--- config.mk ---
export PLATFORM = sky130hd
export DESIGN_NAME = ysyx_25040111_lsu
export DESIGN_NICKNAME = d
export VERILOG_FILES = /design/src/rtl/ysyx_25040111_lsu_pkg.sv /design/src/rtl/ysyx_25040111_lsu_align.sv /design/src/rtl/ysyx_25040111_lsu.sv
export SDC_FILE = /design/constraint.sdc
export NUM_CORES = 1
export LEC_CHECK = 0
export BUFFER_PORTS_ARGS = -buffer_cell sky130_fd_sc_hd__buf_2
export CORE_AREA = 2 2 162 164
export DETAILED_ROUTE_END_ITERATION = 10
export DIE_AREA = 0 0 164 166
export HOLD_SLACK_MARGIN = 0.08
export PLACE_DENSITY = 0.72
export SYNTH_ARGS = -nofsm -noshare
export SYNTH_HDL_FRONTEND = slang
export SYNTH_SLANG_ARGS = --single-unit
--- constraint.sdc ---
create_clock -name clock -period 7.3 [get_ports clock]
set_input_delay 0 -clock clock [delete_from_list [all_inputs] [get_ports clock]]
set_output_delay 0 -clock clock [all_outputs]
set_load 0.02 [all_outputs]
--- src/rtl/ysyx_25040111_lsu_pkg.sv ---
// Shared encodings for the LSU: access-size masks, fault codes, FSM states
// and the misalignment predicate used by YSYX_25040111_MISALIGN_CHK_EN.
package ysyx_25040111_lsu_pkg;

    localparam logic [1:0] MASK_B = 2'b01;
    localparam logic [1:0] MASK_H = 2'b10;
    localparam logic [1:0] MASK_W = 2'b11;

    localparam logic [3:0] ERR_LD_MISALIGN = 4'd4;
    localparam logic [3:0] ERR_LD_FAULT    = 4'd5;
    localparam logic [3:0] ERR_ST_MISALIGN = 4'd6;
    localparam logic [3:0] ERR_ST_FAULT    = 4'd7;

    typedef enum logic [1:0] {
        ST_IDLE = 2'd0,
        ST_REQ  = 2'd1,
        ST_RESP = 2'd2,
        ST_WB   = 2'd3
    } lsu_state_e;

    function automatic logic is_misaligned(input logic [1:0] mask, input logic [1:0] a);
        is_misaligned = ((mask == MASK_H) && a[0]) || ((mask == MASK_W) && (a != 2'b00));
    endfunction

endpackage

--- src/rtl/ysyx_25040111_lsu_align.sv ---
// Lane logic: store strobes and replicated write data, plus load lane
// extraction with optional sign extension.
module ysyx_25040111_lsu_align
    import ysyx_25040111_lsu_pkg::*;
(
    input  logic [1:0]  a_i,
    input  logic [1:0]  mask_i,
    input  logic        rsign_i,
    input  logic [31:0] wdata_i,
    input  logic [31:0] rdata_i,
    output logic [3:0]  wstrb_o,
    output logic [31:0] wdata_o,
    output logic [31:0] load_o
);

    logic [31:0] shifted;

    assign shifted = rdata_i >> {a_i, 3'b000};

    always_comb begin
        wstrb_o = 4'b0000;
        wdata_o = 32'h0;
        load_o  = rdata_i;
        case (mask_i)
            MASK_B: begin
                wstrb_o = 4'b0001 << a_i;
                wdata_o = {4{wdata_i[7:0]}};
                load_o  = rsign_i ? {{24{shifted[7]}}, shifted[7:0]} : {24'h0, shifted[7:0]};
            end
            MASK_H: begin
                wstrb_o = 4'b0011 << {a_i[1], 1'b0};
                wdata_o = {2{wdata_i[15:0]}};
                load_o  = rsign_i ? {{16{shifted[15]}}, shifted[15:0]} : {16'h0, shifted[15:0]};
            end
            MASK_W: begin
                wstrb_o = 4'b1111;
                wdata_o = wdata_i;
                load_o  = rdata_i;
            end
            default: ;
        endcase
    end

endmodule

--- src/rtl/ysyx_25040111_lsu.sv ---
// Memory-access / write-back stage: one bus transaction per load/store, then a
// single-cycle retirement pulse. Define YSYX_25040111_MISALIGN_CHK_EN to trap
// misaligned half/word accesses without touching the bus.
module ysyx_25040111_lsu
    import ysyx_25040111_lsu_pkg::*;
#(
    parameter int         BUS_DW   = 32,
    parameter logic [3:0] LD_FAULT = ERR_LD_FAULT,
    parameter logic [3:0] ST_FAULT = ERR_ST_FAULT
) (
    input  logic              clock,
    input  logic              reset,
    input  logic              in_valid,
    output logic              in_ready,
    input  logic              in_men,
    input  logic              in_write,
    input  logic [BUS_DW-1:0] in_addr,
    input  logic [BUS_DW-1:0] in_wdata,
    input  logic [1:0]        in_mask,
    input  logic              in_rsign,
    input  logic [4:0]        in_ard,
    input  logic [BUS_DW-1:0] in_rd,
    input  logic              in_gen,
    input  logic [11:0]       in_acsr,
    input  logic [BUS_DW-1:0] in_csr,
    input  logic              in_sen,
    input  logic [BUS_DW-1:0] in_pc,
    output logic              mem_req_valid,
    input  logic              mem_req_ready,
    output logic [BUS_DW-1:0] mem_addr,
    output logic              mem_wen,
    output logic [BUS_DW-1:0] mem_wdata,
    output logic [3:0]        mem_wstrb,
    input  logic              mem_resp_valid,
    input  logic [BUS_DW-1:0] mem_rdata,
    input  logic              mem_resp_err,
    output logic              gpr_wen,
    output logic [4:0]        gpr_waddr,
    output logic [BUS_DW-1:0] gpr_wdata,
    output logic              csr_wen,
    output logic [11:0]       csr_waddr,
    output logic [BUS_DW-1:0] csr_wdata,
    output logic              finish,
    output logic [4:0]        frd,
    output logic [BUS_DW-1:0] wb_pc,
    output logic              err,
    output logic [3:0]        errtp
);

    lsu_state_e        state_q;
    logic              write_q, rsign_q, gen_q, sen_q;
    logic [1:0]        mask_q, addr_lo_q;
    logic [4:0]        ard_q;
    logic [11:0]       acsr_q;
    logic [BUS_DW-1:0] rd_q, csr_q, pc_q;

    logic              mem_req_valid_q, mem_wen_q;
    logic [BUS_DW-1:0] mem_addr_q, mem_wdata_q;
    logic [3:0]        mem_wstrb_q;

    logic              gpr_wen_q, gpr_wen_d, csr_wen_q, csr_wen_d;
    logic              finish_q, finish_d, err_q, err_d;
    logic [4:0]        gpr_waddr_q, gpr_waddr_d, frd_q, frd_d;
    logic [11:0]       csr_waddr_q, csr_waddr_d;
    logic [3:0]        errtp_q, errtp_d;
    logic [BUS_DW-1:0] gpr_wdata_q, gpr_wdata_d, csr_wdata_q, csr_wdata_d;
    logic [BUS_DW-1:0] wb_pc_q, wb_pc_d;

    logic              accept, is_mem, misalign;
    logic [1:0]        align_a, align_mask;
    logic [3:0]        align_wstrb;
    logic [BUS_DW-1:0] align_wdata, align_load;

    assign in_ready = (state_q == ST_IDLE);
    assign accept   = in_valid & in_ready;
    assign is_mem   = in_men & (in_mask != 2'b00);
`ifdef YSYX_25040111_MISALIGN_CHK_EN
    assign misalign = is_mem & is_misaligned(in_mask, in_addr[1:0]);
`else
    assign misalign = 1'b0;
`endif

    // Store lanes are computed from live inputs at handshake; load lanes from latched fields.
    assign align_a    = (state_q == ST_IDLE) ? in_addr[1:0] : addr_lo_q;
    assign align_mask = (state_q == ST_IDLE) ? in_mask      : mask_q;

    ysyx_25040111_lsu_align u_align (
        .a_i     (align_a),
        .mask_i  (align_mask),
        .rsign_i (rsign_q),
        .wdata_i (in_wdata),
        .rdata_i (mem_rdata),
        .wstrb_o (align_wstrb),
        .wdata_o (align_wdata),
        .load_o  (align_load)
    );

    always_comb begin
        finish_d    = 1'b0;
        frd_d       = 5'd0;
        wb_pc_d     = '0;
        gpr_wen_d   = 1'b0;
        gpr_waddr_d = 5'd0;
        gpr_wdata_d = '0;
        csr_wen_d   = 1'b0;
        csr_waddr_d = 12'd0;
        csr_wdata_d = '0;
        err_d       = 1'b0;
        errtp_d     = 4'd0;
        if (accept && (!is_mem || misalign)) begin
            finish_d    = 1'b1;
            frd_d       = in_ard;
            wb_pc_d     = in_pc;
            gpr_wen_d   = in_gen & ~misalign;
            gpr_waddr_d = in_ard;
            gpr_wdata_d = in_rd;
            csr_wen_d   = in_sen;
            csr_waddr_d = in_acsr;
            csr_wdata_d = in_csr;
            err_d       = misalign;
            errtp_d     = misalign ? (in_write ? ERR_ST_MISALIGN : ERR_LD_MISALIGN) : 4'd0;
        end else if (state_q == ST_RESP && mem_resp_valid) begin
            finish_d    = 1'b1;
            frd_d       = ard_q;
            wb_pc_d     = pc_q;
            gpr_wen_d   = gen_q & ~mem_resp_err;
            gpr_waddr_d = ard_q;
            gpr_wdata_d = write_q ? rd_q : align_load;
            csr_wen_d   = sen_q;
            csr_waddr_d = acsr_q;
            csr_wdata_d = csr_q;
            err_d       = mem_resp_err;
            errtp_d     = mem_resp_err ? (write_q ? ST_FAULT : LD_FAULT) : 4'd0;
        end
    end

    always_ff @(posedge clock) begin
        if (reset) begin
            state_q         <= ST_IDLE;
            write_q         <= 1'b0;
            rsign_q         <= 1'b0;
            gen_q           <= 1'b0;
            sen_q           <= 1'b0;
            mask_q          <= 2'b00;
            addr_lo_q       <= 2'b00;
            ard_q           <= 5'd0;
            acsr_q          <= 12'd0;
            rd_q            <= '0;
            csr_q           <= '0;
            pc_q            <= '0;
            mem_req_valid_q <= 1'b0;
            mem_wen_q       <= 1'b0;
            mem_addr_q      <= '0;
            mem_wdata_q     <= '0;
            mem_wstrb_q     <= 4'b0000;
            finish_q        <= 1'b0;
            frd_q           <= 5'd0;
            wb_pc_q         <= '0;
            gpr_wen_q       <= 1'b0;
            gpr_waddr_q     <= 5'd0;
            gpr_wdata_q     <= '0;
            csr_wen_q       <= 1'b0;
            csr_waddr_q     <= 12'd0;
            csr_wdata_q     <= '0;
            err_q           <= 1'b0;
            errtp_q         <= 4'd0;
        end else begin
            finish_q    <= finish_d;
            frd_q       <= frd_d;
            wb_pc_q     <= wb_pc_d;
            gpr_wen_q   <= gpr_wen_d;
            gpr_waddr_q <= gpr_waddr_d;
            gpr_wdata_q <= gpr_wdata_d;
            csr_wen_q   <= csr_wen_d;
            csr_waddr_q <= csr_waddr_d;
            csr_wdata_q <= csr_wdata_d;
            err_q       <= err_d;
            errtp_q     <= errtp_d;
            case (state_q)
                ST_IDLE: begin
                    if (accept) begin
                        write_q   <= in_write;
                        rsign_q   <= in_rsign;
                        gen_q     <= in_gen;
                        sen_q     <= in_sen;
                        mask_q    <= in_mask;
                        addr_lo_q <= in_addr[1:0];
                        ard_q     <= in_ard;
                        acsr_q    <= in_acsr;
                        rd_q      <= in_rd;
                        csr_q     <= in_csr;
                        pc_q      <= in_pc;
                        if (is_mem && !misalign) begin
                            state_q         <= ST_REQ;
                            mem_req_valid_q <= 1'b1;
                            mem_addr_q      <= {in_addr[BUS_DW-1:2], 2'b00};
                            mem_wen_q       <= in_write;
                            mem_wdata_q     <= in_write ? align_wdata : '0;
                            mem_wstrb_q     <= in_write ? align_wstrb : 4'b0000;
                        end else begin
                            state_q <= ST_WB;
                        end
                    end
                end
                ST_REQ: begin
                    if (mem_req_ready) begin
                        mem_req_valid_q <= 1'b0;
                        state_q         <= ST_RESP;
                    end
                end
                ST_RESP: begin
                    if (mem_resp_valid) begin
                        state_q <= ST_WB;
                    end
                end
                default: state_q <= ST_IDLE;
            endcase
        end
    end

    assign mem_req_valid = mem_req_valid_q;
    assign mem_addr      = mem_addr_q;
    assign mem_wen       = mem_wen_q;
    assign mem_wdata     = mem_wdata_q;
    assign mem_wstrb     = mem_wstrb_q;
    assign gpr_wen       = gpr_wen_q;
    assign gpr_waddr     = gpr_waddr_q;
    assign gpr_wdata     = gpr_wdata_q;
    assign csr_wen       = csr_wen_q;
    assign csr_waddr     = csr_waddr_q;
    assign csr_wdata     = csr_wdata_q;
    assign finish        = finish_q;
    assign frd           = frd_q;
    assign wb_pc         = wb_pc_q;
    assign err           = err_q;
    assign errtp         = errtp_q;

endmodule

==> results_tabular.tex, run 1 <==
\begin{tabular}{lr}
\hline
Metric & Value \\
\hline
\multicolumn{2}{l}{\textbf{Outcome}} \\
Status & complete, no violations \\
\multicolumn{2}{l}{\textbf{Power and ir drop}} \\
LEAKAGE & around 7.7 nW \\
Power density relative to cell area & just over 300 nW/um2 \\
Worst-case vdd ir drop & just under 0.0002 V \\
\multicolumn{2}{l}{\textbf{Synthesis}} \\
Most instantiated flip-flop cell in the synthesis netlist & dfxtp\_1 \\
Top cells by area in the synthesized netlist & dfxtp\_1 (52\%), nand2\_1 (10\%), a21oi\_1 (8.5\%), a22o\_1 (6.0\%), clkbuf\_1 (2.4\%) \\
Synth Instances & approximately 1400 \\
Synth area leader & dfxtp\_1 \\
Number of enable flip-flop cells after synthesis & 0 \\
Synthesized area divided by synthesized cell count & between 8 and 9 um2 \\
Most common cell in the synthesized netlist & nand2\_1 \\
Portion of the post-synthesis area used by sequential elements & around 52\% \\
Summed instance area of the synthesized netlist & between 10000 and 15000 um2 \\
Post-synth ARST share & 0\% \\
Post-synth top area share & 51.6\% \\
Yosys warning total & 0 \\
Count of state elements after synthesis & 310 \\
Most instantiated cells after synthesis & nand2\_1 (326), dfxtp\_1 (310), a21oi\_1 (204), a22o\_1 (82), clkbuf\_1 (77) \\
Unique cell type count in the Yosys netlist & 61 \\
\multicolumn{2}{l}{\textbf{Global route}} \\
Vias in the first global route & around 13000 \\
Aggregate global-route resource usage & about 30\% \\
Largest net degree at the start of global routing & around 110 \\
Number of antenna violations at the first check in global routing & 5 \\
Global-route congestion overflow total & 0 \\
Global-route wire length before repair & between 60000 and 70000 um \\
\multicolumn{2}{l}{\textbf{Critical path}} \\
Max Fanout on Critical Path & 28 \\
Kind of critical path & flip-flop to flip-flop \\
Data arrival, critical path & roughly 5.8 ns \\
CP endpoint kind & flip-flop \\
Cell chain of the critical path & inv\_1, ha\_1, mux2\_2, ha\_1, inv\_1, a211oi\_2, o21ai\_0, a211o\_1, dlygate4sd3\_1, o21ai\_2 \\
Critical Path Start Type & flip-flop \\
Required time at the worst-slack endpoint & 7.72 ns \\
Cell at the slowest stage of the critical path & a211oi\_2 \\
Largest stage delay, worst path & 0.95 ns \\
\multicolumn{2}{l}{\textbf{Routing}} \\
Count of vias placed by the detailed router & 13000 \\
Met1 wire length & 16100 um \\
Total Wirelength & between 40000 and 50000 um \\
Met2 WL & slightly below 20000 um \\
Post-detailed-route via-to-cell ratio & approximately 5.6 \\
Met3 wirelength from detailed routing & roughly 3800 um \\
\# DRC & 0 \\
Highest routing layer actually used & met5 \\
Length of the first detailed-routing pass in iterations & 6 \\
Post-route ant nets & 0 \\
Detailed Route Iter0 Violations & about 1400 \\
Post-DR wirelength/cell & 18.4 um \\
\multicolumn{2}{l}{\textbf{STA}} \\
Setup repair after global routing missed its margin & false \\
Maximum achievable frequency & around 190 MHz \\
Relative slew margins & 22.6\% \\
Count of final hold-check violations & 0 \\
Post-Route Skew & between 0.015 and 0.02 ns \\
Minimum clock period & approximately 5.4 ns \\
Worst-case hold slack & $\sim$0.17 ns \\
Post-route fraction of the period consumed by the critical path & between 70\% and 80\% \\
Setup Total Neg Slack & 0 ns \\
Final setup violation count & 0 \\
Measured slew at the worst slew-check pin & about 1.2 ns \\
Final slew viol count & 0 \\
\multicolumn{2}{l}{\textbf{Clocking}} \\
Level count of the clock H-tree & 2 \\
Later-pin clock latency in the skew report & 0.50 ns \\
Clock slew seen by the registers of the worst setup and hold paths & approximately 0.060 ns \\
PostCTS Resize Cnt & 0 \\
Count of hold-fix buffers inserted at cts & between 200 and 250 \\
Clock tree from TritonCTS & done \\
Clk sinks & 310 \\
Number of buffers inserted to repair setup after CTS & 0 \\
Buffer type at the clock tree root & clkbuf\_16 \\
Total clock buffers created by CTS & 34 \\
Maximum count of clock buffers along a single path & 3 \\
\multicolumn{2}{l}{\textbf{Worst hold path}} \\
Path type of the worst min-delay path & input pin to flip-flop \\
\multicolumn{2}{l}{\textbf{Floorplan}} \\
Horiz. Die Dim & $\sim$160 um \\
Die Y-Extent & around 170 um \\
Die Area & roughly 27000 um2 \\
I/O Pins & $\sim$420 \\
Initial Util & 46.9\% \\
Total number of placement rows & 59 \\
Core area & around 26000 um2 \\
\multicolumn{2}{l}{\textbf{Cells and area}} \\
Area Growth Syn to Fin & 45.4\% \\
Final \#Nets & around 2200 \\
Filler Cell Count & around 2000 \\
Share of layout cells above drive strength 1 & 25.3\% \\
\multicolumn{2}{l}{\textbf{Place}} \\
IO Port Bufs & approximately 420 \\
Post-DP HPWL & between 20000 and 30000 um \\
Routability congestion estimate from global placement & 0.979 \\
\multicolumn{2}{l}{\textbf{Flow run}} \\
Reported max-cap violation count & 0 \\
\hline
\end{tabular}
-- worst max-delay path: cells and delay by family (launching register included) --
family / cells / cell delay [ns]
adder cells (fa/ha/maj): 2 / 1.81
AO/OA/AOI/OAI: 4 / 1.47
buffers and inverters: 3 / 1.21
multiplexers: 1 / 0.45
flip-flops: 1 / 0.33
-- routing by layer --
layer | track usage (%) | up-vias
met5 | 0 | -
met4 | 18.5 | 2
met1 | 34.4 | 6022
met3 | 6.82 | 229
met2 | 49.7 | 774
li1 | - | 5973
-- final cells by class --
class / instances / area, um2 / area share (%)
Tap cell: 335 / 419 / 2.40
Clock buffer: 51 / 1040 / 5.93
Inverter: 23 / 86.3 / 0.494
Clock inverter: 5 / 57.6 / 0.329
Sequential cell: 310 / 6210 / 35.5
Antenna cell: 4 / 10.0 / 0.0573
Multi-Input combinational cell: 931 / 5190 / 29.7
Timing Repair Buffer: 656 / 4470 / 25.6
-- state kept, by name (all words and copies together) (netlist names), 2 cells and up --
signal / cells
csr_q: 32
csr_wdata: 32
gpr_wdata: 32
mem_wdata: 32
pc_q: 32
rd_q: 32
wb_pc: 32
mem_addr: 30
acsr_q: 12
csr_waddr: 12
ard_q: 5
frd: 5
mem_wstrb: 4
addr_lo_q: 2
errtp: 2
mask_q: 2
state_q: 2
-- layout by cell type, fill, tap and decap left out, types with 20 or more instances in the layout --
cell and n:
buf_2 414, nand2_1 324, dfxtp_1 310, dlygate4sd3_1 231
a21oi_1 204, a22o_1 82, nor2_1 66, a22oi_1 36
clkbuf_16 35, o22ai_1 32, and3_1 24, inv_1 23
o21ai_0 20
-- per-stage QoR --
stage	cells	utilization, %	power (W)	cell area, um2	worst slack [ns]
final	2315	68.2	0.00528	17500	1.93
after floorplan	1389	-	0.00306	12000	4.52
after global placement	2024	54.9	0.00343	14100	2.63
after global routing	2315	68.2	0.00552	17500	1.63
after detailed placement	2024	54.9	0.00346	14100	2.53
after CTS	2311	68.2	0.00526	17500	2.08
-- path summary, 6_finish.rpt --
path | start | to | slack (ns) | depth (start not counted)
max reg2reg | state_q[0] | gpr_wdata[0] | 1.93 | 10
min reg2reg | rd_q[11] | rd_q[11] | 0.45 | 2
min | in_men | mem_addr[18] | 0.17 | 5
max | state_q[0] | gpr_wdata[0] | 1.93 | 10
-- logic make-up (layout without fill, tap and decap cells) --
kind of cell | Yosys count | after routing | synth area share [%]
fa+ha+maj | 8 | 8 | 0.833
buf+inv | 148 | 735 | 5.45
simple gates | 465 | 465 | 16.1
other cells | 1 | 7 | 0.0312
compound gates | 441 | 441 | 24.5
mux | 14 | 14 | 1.36
flops | 310 | 310 | 51.6
-- where the power goes --
group / internal (W) / switching, W / total [W]
Combinational: 0.000586 / 0.00102 / 0.00161
Sequential: 0.00189 / 0.000102 / 0.00199
Clock: 0.00101 / 0.000669 / 0.00168
Note: power is estimated with default switching activity, not from simulation.
==> inputs of run 2 (changes only) <==
--- a/config.mk
+++ b/config.mk
@@ -6,11 +6,11 @@
 export NUM_CORES = 1
 export LEC_CHECK = 0
 export BUFFER_PORTS_ARGS = -buffer_cell sky130_fd_sc_hd__buf_2
-export CORE_AREA = 2 2 162 164
+export CORE_AREA = 2 2 163 165
 export DETAILED_ROUTE_END_ITERATION = 10
-export DIE_AREA = 0 0 164 166
+export DIE_AREA = 0 0 165 167
 export HOLD_SLACK_MARGIN = 0.08
-export PLACE_DENSITY = 0.72
+export PLACE_DENSITY = 0.71
 export SYNTH_ARGS = -nofsm -noshare
 export SYNTH_HDL_FRONTEND = slang
 export SYNTH_SLANG_ARGS = --single-unit
==> constraint.sdc (replaced) <==
create_clock -name clock -period 5 [get_ports clock]
set_input_delay 0 -clock clock [delete_from_list [all_inputs] [get_ports clock]]
set_output_delay 0 -clock clock [all_outputs]
set_load 0.02 [all_outputs]
==> results_tabular.tex, run 2 (same netlist as run 1, synthesis figures left out) <==
\begin{tabular}{lr}
\hline
Metric & Value \\
\hline
\multicolumn{2}{l}{\textbf{Cells and area}} \\
Most common cell after layout, fill and taps aside & buf\_2 \\
Share of layout cells above drive strength 1 & 24.9\% (-0.38 points) \\
Commonest non-fill, non-tap cells in the layout & buf\_2 (414), nand2\_1 (324), dfxtp\_1 (310) \\
Area Growth Syn to Fin & 46.5\% \\
Filler Cell Count & 1941 (-0.36\%) \\
Final \#Nets & 2200 (+0.64\%) \\
\multicolumn{2}{l}{\textbf{Routing}} \\
\# DRC & 0 (unchanged) \\
Post-route ant nets & 0 (unchanged) \\
Total Wirelength & 43600 um (+2.3\%) \\
Detailed Route Iter0 Violations & 1558 (+8.7\%) \\
Count of vias placed by the detailed router & 13000 (-0.13\%) \\
Length of the first detailed-routing pass in iterations & 6 (unchanged) \\
Post-detailed-route via-to-cell ratio & 5.57 (-0.82\%) \\
Post-DR wirelength/cell & 18.7 um (+1.6\%) \\
\multicolumn{2}{l}{\textbf{Global route}} \\
Largest net degree at the start of global routing & 108 (unchanged) \\
Global-route wire length before repair & 66800 um (+1.8\%) \\
Met2 routing resource usage after global routing & 51.4\% (+1.6 points) \\
Global-route congestion overflow total & 0 (unchanged) \\
Number of antenna violations at the first check in global routing & 2 (-3) \\
Global-route layer with the greatest usage & met2 \\
Aggregate global-route resource usage & 30.2\% (+0.33 points) \\
Vias in the first global route & 12800 (+0.35\%) \\
Met3 routing resource usage after global routing & 6.80\% (-0.019 points) \\
Met1 usage & 35.1\% (+0.63 points) \\
\multicolumn{2}{l}{\textbf{Place}} \\
Routability congestion estimate from global placement & 0.960 (-1.9\%) \\
Post-DP HPWL & 26000 um (+0.40\%) \\
IO Port Bufs & 415 (unchanged) \\
\multicolumn{2}{l}{\textbf{Critical path}} \\
Cell chain of the critical path & inv\_1, ha\_1, mux2\_2, ha\_1, inv\_1, a211oi\_2, o221ai\_1, dlygate4sd3\_1, a31oi\_1 \\
Data arrival, critical path & 4.91 ns (-0.88 ns) \\
CP endpoint kind & flip-flop \\
Cell at the slowest stage of the critical path & ha\_1 \\
Largest stage delay, worst path & 0.93 ns (-0.02 ns) \\
Kind of critical path & flip-flop to flip-flop \\
Critical Path Start Type & flip-flop \\
Required time at the worst-slack endpoint & 5.41 ns (-2.31 ns) \\
Max Fanout on Critical Path & 22 (-21\%) \\
\multicolumn{2}{l}{\textbf{Outcome}} \\
Status & complete, no violations \\
\multicolumn{2}{l}{\textbf{Power and ir drop}} \\
Worst-case vdd ir drop & 0.000277 V (+41\%) \\
Clock share of power & 31.7\% (about the same) \\
Cell Int Power & 0.00510 W (+46\%) \\
Part of the total power dissipated in sequential elements & 37.7\% (about the same) \\
Gate power share & 30.5\% (about the same) \\
Net Sw Power & 0.00262 W (+46\%) \\
Power density relative to cell area & 439 nW/um2 (+45\%) \\
LEAKAGE & 7.78 nW (+1.1\%) \\
Switching part of the total & 33.9\% (-0.042 points) \\
\multicolumn{2}{l}{\textbf{Floorplan}} \\
Die Area & 27600 um2 (+1.2\%) \\
Horiz. Die Dim & 165 um (+0.61\%) \\
I/O Pins & 419 (unchanged) \\
Core area & 25800 um2 (+0.58\%) \\
Die Y-Extent & 167 um (+0.60\%) \\
Total number of placement rows & 59 (unchanged) \\
Initial Util & 46.6\% (-0.27 points) \\
\multicolumn{2}{l}{\textbf{Clocking}} \\
Level count of the clock H-tree & 2 (unchanged) \\
Total clock buffers created by CTS & 34 (unchanged) \\
PostCTS Resize Cnt & 0 (unchanged) \\
Clock slew seen by the registers of the worst setup and hold paths & 0.06 ns (about the same) \\
Number of buffers inserted to repair setup after CTS & 0 (unchanged) \\
Clock tree from TritonCTS & done \\
Later-pin clock latency in the skew report & 0.50 ns (about the same) \\
Buffer type at the clock tree root & clkbuf\_16 \\
Clk sinks & 310 (unchanged) \\
Maximum count of clock buffers along a single path & 3 (unchanged) \\
\multicolumn{2}{l}{\textbf{Flow run}} \\
Reported max-cap violation count & 0 (unchanged) \\
\multicolumn{2}{l}{\textbf{STA}} \\
Relative slew margins & 16.9\% (-5.6 points) \\
Final slew viol count & 0 (unchanged) \\
Count of final hold-check violations & 0 (unchanged) \\
Worst-case hold slack & 0.139 ns (-0.0284 ns) \\
Setup repair after global routing missed its margin & false \\
Setup Total Neg Slack & 0 ns (unchanged) \\
Minimum clock period & 4.50 ns (-0.870 ns) \\
Measured slew at the worst slew-check pin & 1.25 ns (+0.0846 ns) \\
Maximum achievable frequency & 222 MHz (+19\%) \\
Post-route fraction of the period consumed by the critical path & 90.0\% (+16 points) \\
Post-Route Skew & 0.0162 ns (+0.000749 ns) \\
Final setup violation count & 0 (unchanged) \\
\multicolumn{2}{l}{\textbf{Worst hold path}} \\
Path type of the worst min-delay path & input pin to flip-flop \\
\hline
\end{tabular}
==> run 2: changes by cell type in the layout (fill, tap and decap cells not counted), sizes merged <==
cell         delta
buf             +1
bufinv          +1
clkbuf          +3
diode           -2
dlygate4sd3    +13
==> run 2: critical path, delay by kind of cell (launching register included) <==
kind,cells,cell delay [ns]
compound gates,3,1.26
buf+inv,3,1.26
mux,1,0.38
flops,1,0.34
fa+ha+maj,2,1.14
==> run 2: final timing paths <==
check	start	to	slack (ns)	depth (start not counted)
setup / recovery	state_q[0]	gpr_wdata[4]	0.50	9
hold / removal	in_wdata[14]	mem_wdata[14]	0.14	5
setup reg to reg	state_q[0]	gpr_wdata[4]	0.50	9
hold reg to reg	mem_addr[2]	mem_addr[2]	0.45	2
==> run 2: final cells by class <==
cell class | instances | area (um2) | share of cell area, %
sequential | 310 | 6210 | 35.2
multi-input combinational | 931 | 5190 | 29.5
timing repair buffer | 670 | 4620 | 26.2
clock buffer | 54 | 997 | 5.66
tap | 335 | 419 | 2.38
inverter | 23 | 86.3 | 0.490
clock inverter | 6 | 83.8 | 0.476
antenna | 2 | 5.00 | 0.0284
==> run 2: per-stage QoR <==
step	cell area (um2)	setup WS [ns]	instances	power (W)	utilization, %
2_1_floorplan	12000	2.22	1389	0.00447	-
3_3_place_gp	14100	1.01	2025	0.00503	54.7
3_5_place_dp	14100	0.969	2025	0.00506	54.7
4_1_cts	17600	0.640	2329	0.00770	68.3
5_1_grt	17600	0.331	2331	0.00808	68.3
6_report	17600	0.502	2331	0.00772	68.3
==> run 2: routing by layer <==
layer / up-vias / share of wire, %
li1: 6009 / -
met1: 5996 / 38
met2: 786 / 48
met3: 192 / 9.1
met4: 0 / 5.5
met5: - / 0
==> run 2: timing repair <==
action                                  4_1_cts  5_1_grt
endpoints found under the hold margin       309        0
hold buffers                                244        0
endpoints found under the setup margin        0        0
==> run 2: power by group through the flow <==
stage                     registers [W]  logic (W)  clock network, W
after floorplan                 0.00306    0.00141                 0
after global placement          0.00295    0.00208                 0
after detailed placement        0.00296    0.00210                 0
after CTS                       0.00291    0.00231           0.00248
after global routing            0.00294    0.00255           0.00259
final                           0.00292    0.00236           0.00245
==> inputs of run 3 (changes only) <==
--- a/config.mk
+++ b/config.mk
@@ -6,11 +6,12 @@
 export NUM_CORES = 1
 export LEC_CHECK = 0
 export BUFFER_PORTS_ARGS = -buffer_cell sky130_fd_sc_hd__buf_2
-export CORE_AREA = 2 2 163 165
+export CORE_AREA = 2 2 165 167
+export CTS_BUF_LIST = sky130_fd_sc_hd__clkbuf_8
 export DETAILED_ROUTE_END_ITERATION = 10
-export DIE_AREA = 0 0 165 167
+export DIE_AREA = 0 0 167 169
 export HOLD_SLACK_MARGIN = 0.08
-export PLACE_DENSITY = 0.71
+export PLACE_DENSITY = 0.7
 export SYNTH_ARGS = -nofsm -noshare
 export SYNTH_HDL_FRONTEND = slang
 export SYNTH_SLANG_ARGS = --single-unit
==> results_tabular.tex, run 3 (same netlist as run 1, synthesis figures left out) <==
\begin{tabular}{lr}
\hline
Metric & Value \\
\hline
\multicolumn{2}{l}{\textbf{Critical path}} \\
R2r worst-path depth & 11 (+2) \\
Max Fanout on Critical Path & 22 (unchanged) \\
Critical Path Start Type & flip-flop \\
Data arrival, critical path & 4.65 ns (-0.26 ns) \\
R2R Path End & gpr\_wdata[0] \\
Required time at the worst-slack endpoint & 5.51 ns (+0.10 ns) \\
Flop2flop setup slack & 0.85 ns (+0.35 ns) \\
Reg-to-reg critical path startpoint & state\_q[0] \\
CP endpoint kind & flip-flop \\
Kind of critical path & flip-flop to flip-flop \\
\multicolumn{2}{l}{\textbf{STA}} \\
Setup repair after global routing missed its margin & false \\
Minimum clock period & 4.15 ns (-0.353 ns) \\
Measured slew at the worst slew-check pin & 1.07 ns (-0.180 ns) \\
Maximum achievable frequency & 241 MHz (+8.5\%) \\
Post-Route Skew & 0.0288 ns (+0.0126 ns) \\
Count of final hold-check violations & 0 (unchanged) \\
Setup Total Neg Slack & 0 ns (unchanged) \\
Final slew viol count & 0 (unchanged) \\
Post-route fraction of the period consumed by the critical path & 82.9\% (-7.1 points) \\
Relative slew margins & 28.8\% (+12 points) \\
Final setup violation count & 0 (unchanged) \\
\multicolumn{2}{l}{\textbf{Power and ir drop}} \\
Power density relative to cell area & 425 nW/um2 (-3.0\%) \\
Gate power share & 31.6\% (+1.1 points) \\
LEAKAGE & 7.73 nW (-0.64\%) \\
Part of the total power dissipated in sequential elements & 39.3\% (+1.6 points) \\
Total power of the final layout & 0.00742 W (-4.0\%) \\
Net Sw Power & 0.00265 W (+0.92\%) \\
Clock share of power & 29.0\% (-2.7 points) \\
Switching part of the total & 35.7\% (+1.7 points) \\
Cell Int Power & 0.00477 W (-6.5\%) \\
Worst-case vdd ir drop & 0.000262 V (-5.4\%) \\
\multicolumn{2}{l}{\textbf{Global route}} \\
Largest net degree at the start of global routing & 93 (-14\%) \\
Aggregate global-route resource usage & 28.9\% (-1.2 points) \\
Vias in the first global route & 12700 (-0.60\%) \\
Global-route congestion overflow total & 0 (unchanged) \\
Global-route wire length before repair & 66300 um (-0.64\%) \\
Number of antenna violations at the first check in global routing & 4 (+2) \\
\multicolumn{2}{l}{\textbf{Floorplan}} \\
Horiz. Die Dim & 167 um (+1.2\%) \\
Total number of placement rows & 60 (+1.7\%) \\
Initial Util & 45.3\% (-1.3 points) \\
Die Y-Extent & 169 um (+1.2\%) \\
I/O Pins & 419 (unchanged) \\
Core area & 26500 um2 (+2.9\%) \\
Die Area & 28200 um2 (+2.4\%) \\
\multicolumn{2}{l}{\textbf{Clocking}} \\
PostCTS Resize Cnt & 0 (unchanged) \\
Clock slew seen by the registers of the worst setup and hold paths & 0.07 ns (about the same) \\
Number of buffers inserted to repair setup after CTS & 0 (unchanged) \\
Clk sinks & 310 (unchanged) \\
Total clock buffers created by CTS & 50 (+47\%) \\
Maximum count of clock buffers along a single path & 3 (unchanged) \\
Later-pin clock latency in the skew report & 0.58 ns (+0.08 ns) \\
Level count of the clock H-tree & 2 (unchanged) \\
Buffer type at the clock tree root & clkbuf\_8 \\
Clock tree from TritonCTS & done \\
\multicolumn{2}{l}{\textbf{Place}} \\
IO Port Bufs & 415 (unchanged) \\
Routability congestion estimate from global placement & 0.977 (+1.8\%) \\
Post-DP HPWL & 26000 um (+0.25\%) \\
\multicolumn{2}{l}{\textbf{Cells and area}} \\
Filler Cell Count & 2030 (+4.6\%) \\
Most common cell after layout, fill and taps aside & buf\_2 \\
Share of layout cells above drive strength 1 & 25.8\% (+0.87 points) \\
Area Growth Syn to Fin & 45.0\% \\
Commonest non-fill, non-tap cells in the layout & buf\_2 (414), nand2\_1 (324), dfxtp\_1 (310) \\
Register area & 6210 um2 (unchanged) \\
Final \#Nets & 2207 (+0.32\%) \\
Area occupied by multi-input gates & 5190 um2 (unchanged) \\
\multicolumn{2}{l}{\textbf{Routing}} \\
Detailed Route Iter0 Violations & 1477 (-5.2\%) \\
Post-DR wirelength/cell & 18.4 um (-1.4\%) \\
Post-detailed-route via-to-cell ratio & 5.61 (+0.70\%) \\
Count of vias placed by the detailed router & 13200 (+1.8\%) \\
Met2 WL & 20800 um (about the same) \\
Highest routing layer actually used & met4 \\
Met1 wire length & 16300 um (-0.76\%) \\
Total Wirelength & 43500 um (-0.28\%) \\
\# DRC & 0 (unchanged) \\
Length of the first detailed-routing pass in iterations & 6 (unchanged) \\
Met3 wirelength from detailed routing & 4000 um (+0.78\%) \\
Post-route ant nets & 0 (unchanged) \\
\multicolumn{2}{l}{\textbf{Worst hold path}} \\
Hold Crit Start & in\_men \\
Hold Path Sink & mem\_addr[2] \\
Path type of the worst min-delay path & input pin to flip-flop \\
Hold-critical path depth & 5 (unchanged) \\
\multicolumn{2}{l}{\textbf{Flow run}} \\
Reported max-cap violation count & 0 (unchanged) \\
\multicolumn{2}{l}{\textbf{Outcome}} \\
Status & complete, no violations \\
\hline
\end{tabular}
[run 3: changes by cell type in the layout (fill, tap and decap cells not counted)]
| cell | change |
|---|---|
| inv_1 | +20 |
| clkbuf_1 | -14 |
| buf_4 | +1 |
| clkbuf_16 | -35 |
| dlygate4sd3_1 | -10 |
| inv_6 | -1 |
| clkinv_2 | +1 |
| clkinvlp_4 | +2 |
| diode_2 | +2 |
| clkinv_8 | +1 |
| inv_8 | +1 |
| clkbuf_8 | +52 |
[run 3: worst max-delay path by stage]
stage	startpoint	endpoint	depth (start not counted)
final	state_q[0]	gpr_wdata[0]	11
after global routing	state_q[0]	gpr_wdata[0]	11
after CTS	state_q[0]	gpr_wdata[0]	11
after detailed placement	state_q[0]	gpr_wdata[14]	10
after global placement	state_q[0]	gpr_wdata[14]	10
after floorplan	state_q[0]	gpr_wdata[10]	11
[run 3: final cells by class]
cell class	count	share of cell area [%]
tap	341	2.45
antenna	4	0.0574
timing repair buffer	661	26.0
inverter	23	0.495
sequential	310	35.6
multi-input combinational	931	29.8
clock buffer	57	4.50
clock inverter	30	1.13
[run 3: critical path, stage by stage (launching register included)]
cell and delay [ns]:
dfxtp_1 0.33, inv_1 0.11, ha_1 0.30, mux2_2 0.40
ha_1 0.28, buf_4 0.29, inv_1 0.35, a211oi_2 0.90
o21ai_0 0.17, a211o_1 0.31, dlygate4sd3_1 0.57, o21ai_2 0.05
[run 3: power groups by stage]
stage	logic, W	registers [W]	clock network (W)
5_1_grt	0.00253	0.00294	0.00230
2_1_floorplan	0.00141	0.00306	0
3_5_place_dp	0.00211	0.00296	0
4_1_cts	0.00230	0.00291	0.00219
6_report	0.00235	0.00292	0.00215
3_3_place_gp	0.00208	0.00295	0
[run 3: metrics by stage]
step / cell area [um2] / utilization [%] / setup slack (ns) / cells / hold slack [ns]
final: 17400 / 65.8 / 0.854 / 2357 / 0.113
after global placement: 14100 / 53.2 / 1.52 / 2032 / 0.220
after detailed placement: 14100 / 53.2 / 1.45 / 2032 / 0.228
after global routing: 17400 / 65.8 / 0.727 / 2357 / 0.121
after floorplan: 12000 / - / 2.22 / 1389 / 0.109
after CTS: 17400 / 65.7 / 1.01 / 2353 / 0.0800
[run 3: per-layer routing]
metal	GRT usage [%]	up-vias
li1	-	6032
met1	33.3	6149
met2	49.2	834
met3	7.22	205
met4	16.4	0
met5	0	-
[run 3: repair_timing]
action | in CTS | in global routing
hold buffers | 234 | 0
hold endpoints to repair | 310 | 0
setup endpoints to repair | 0 | 0
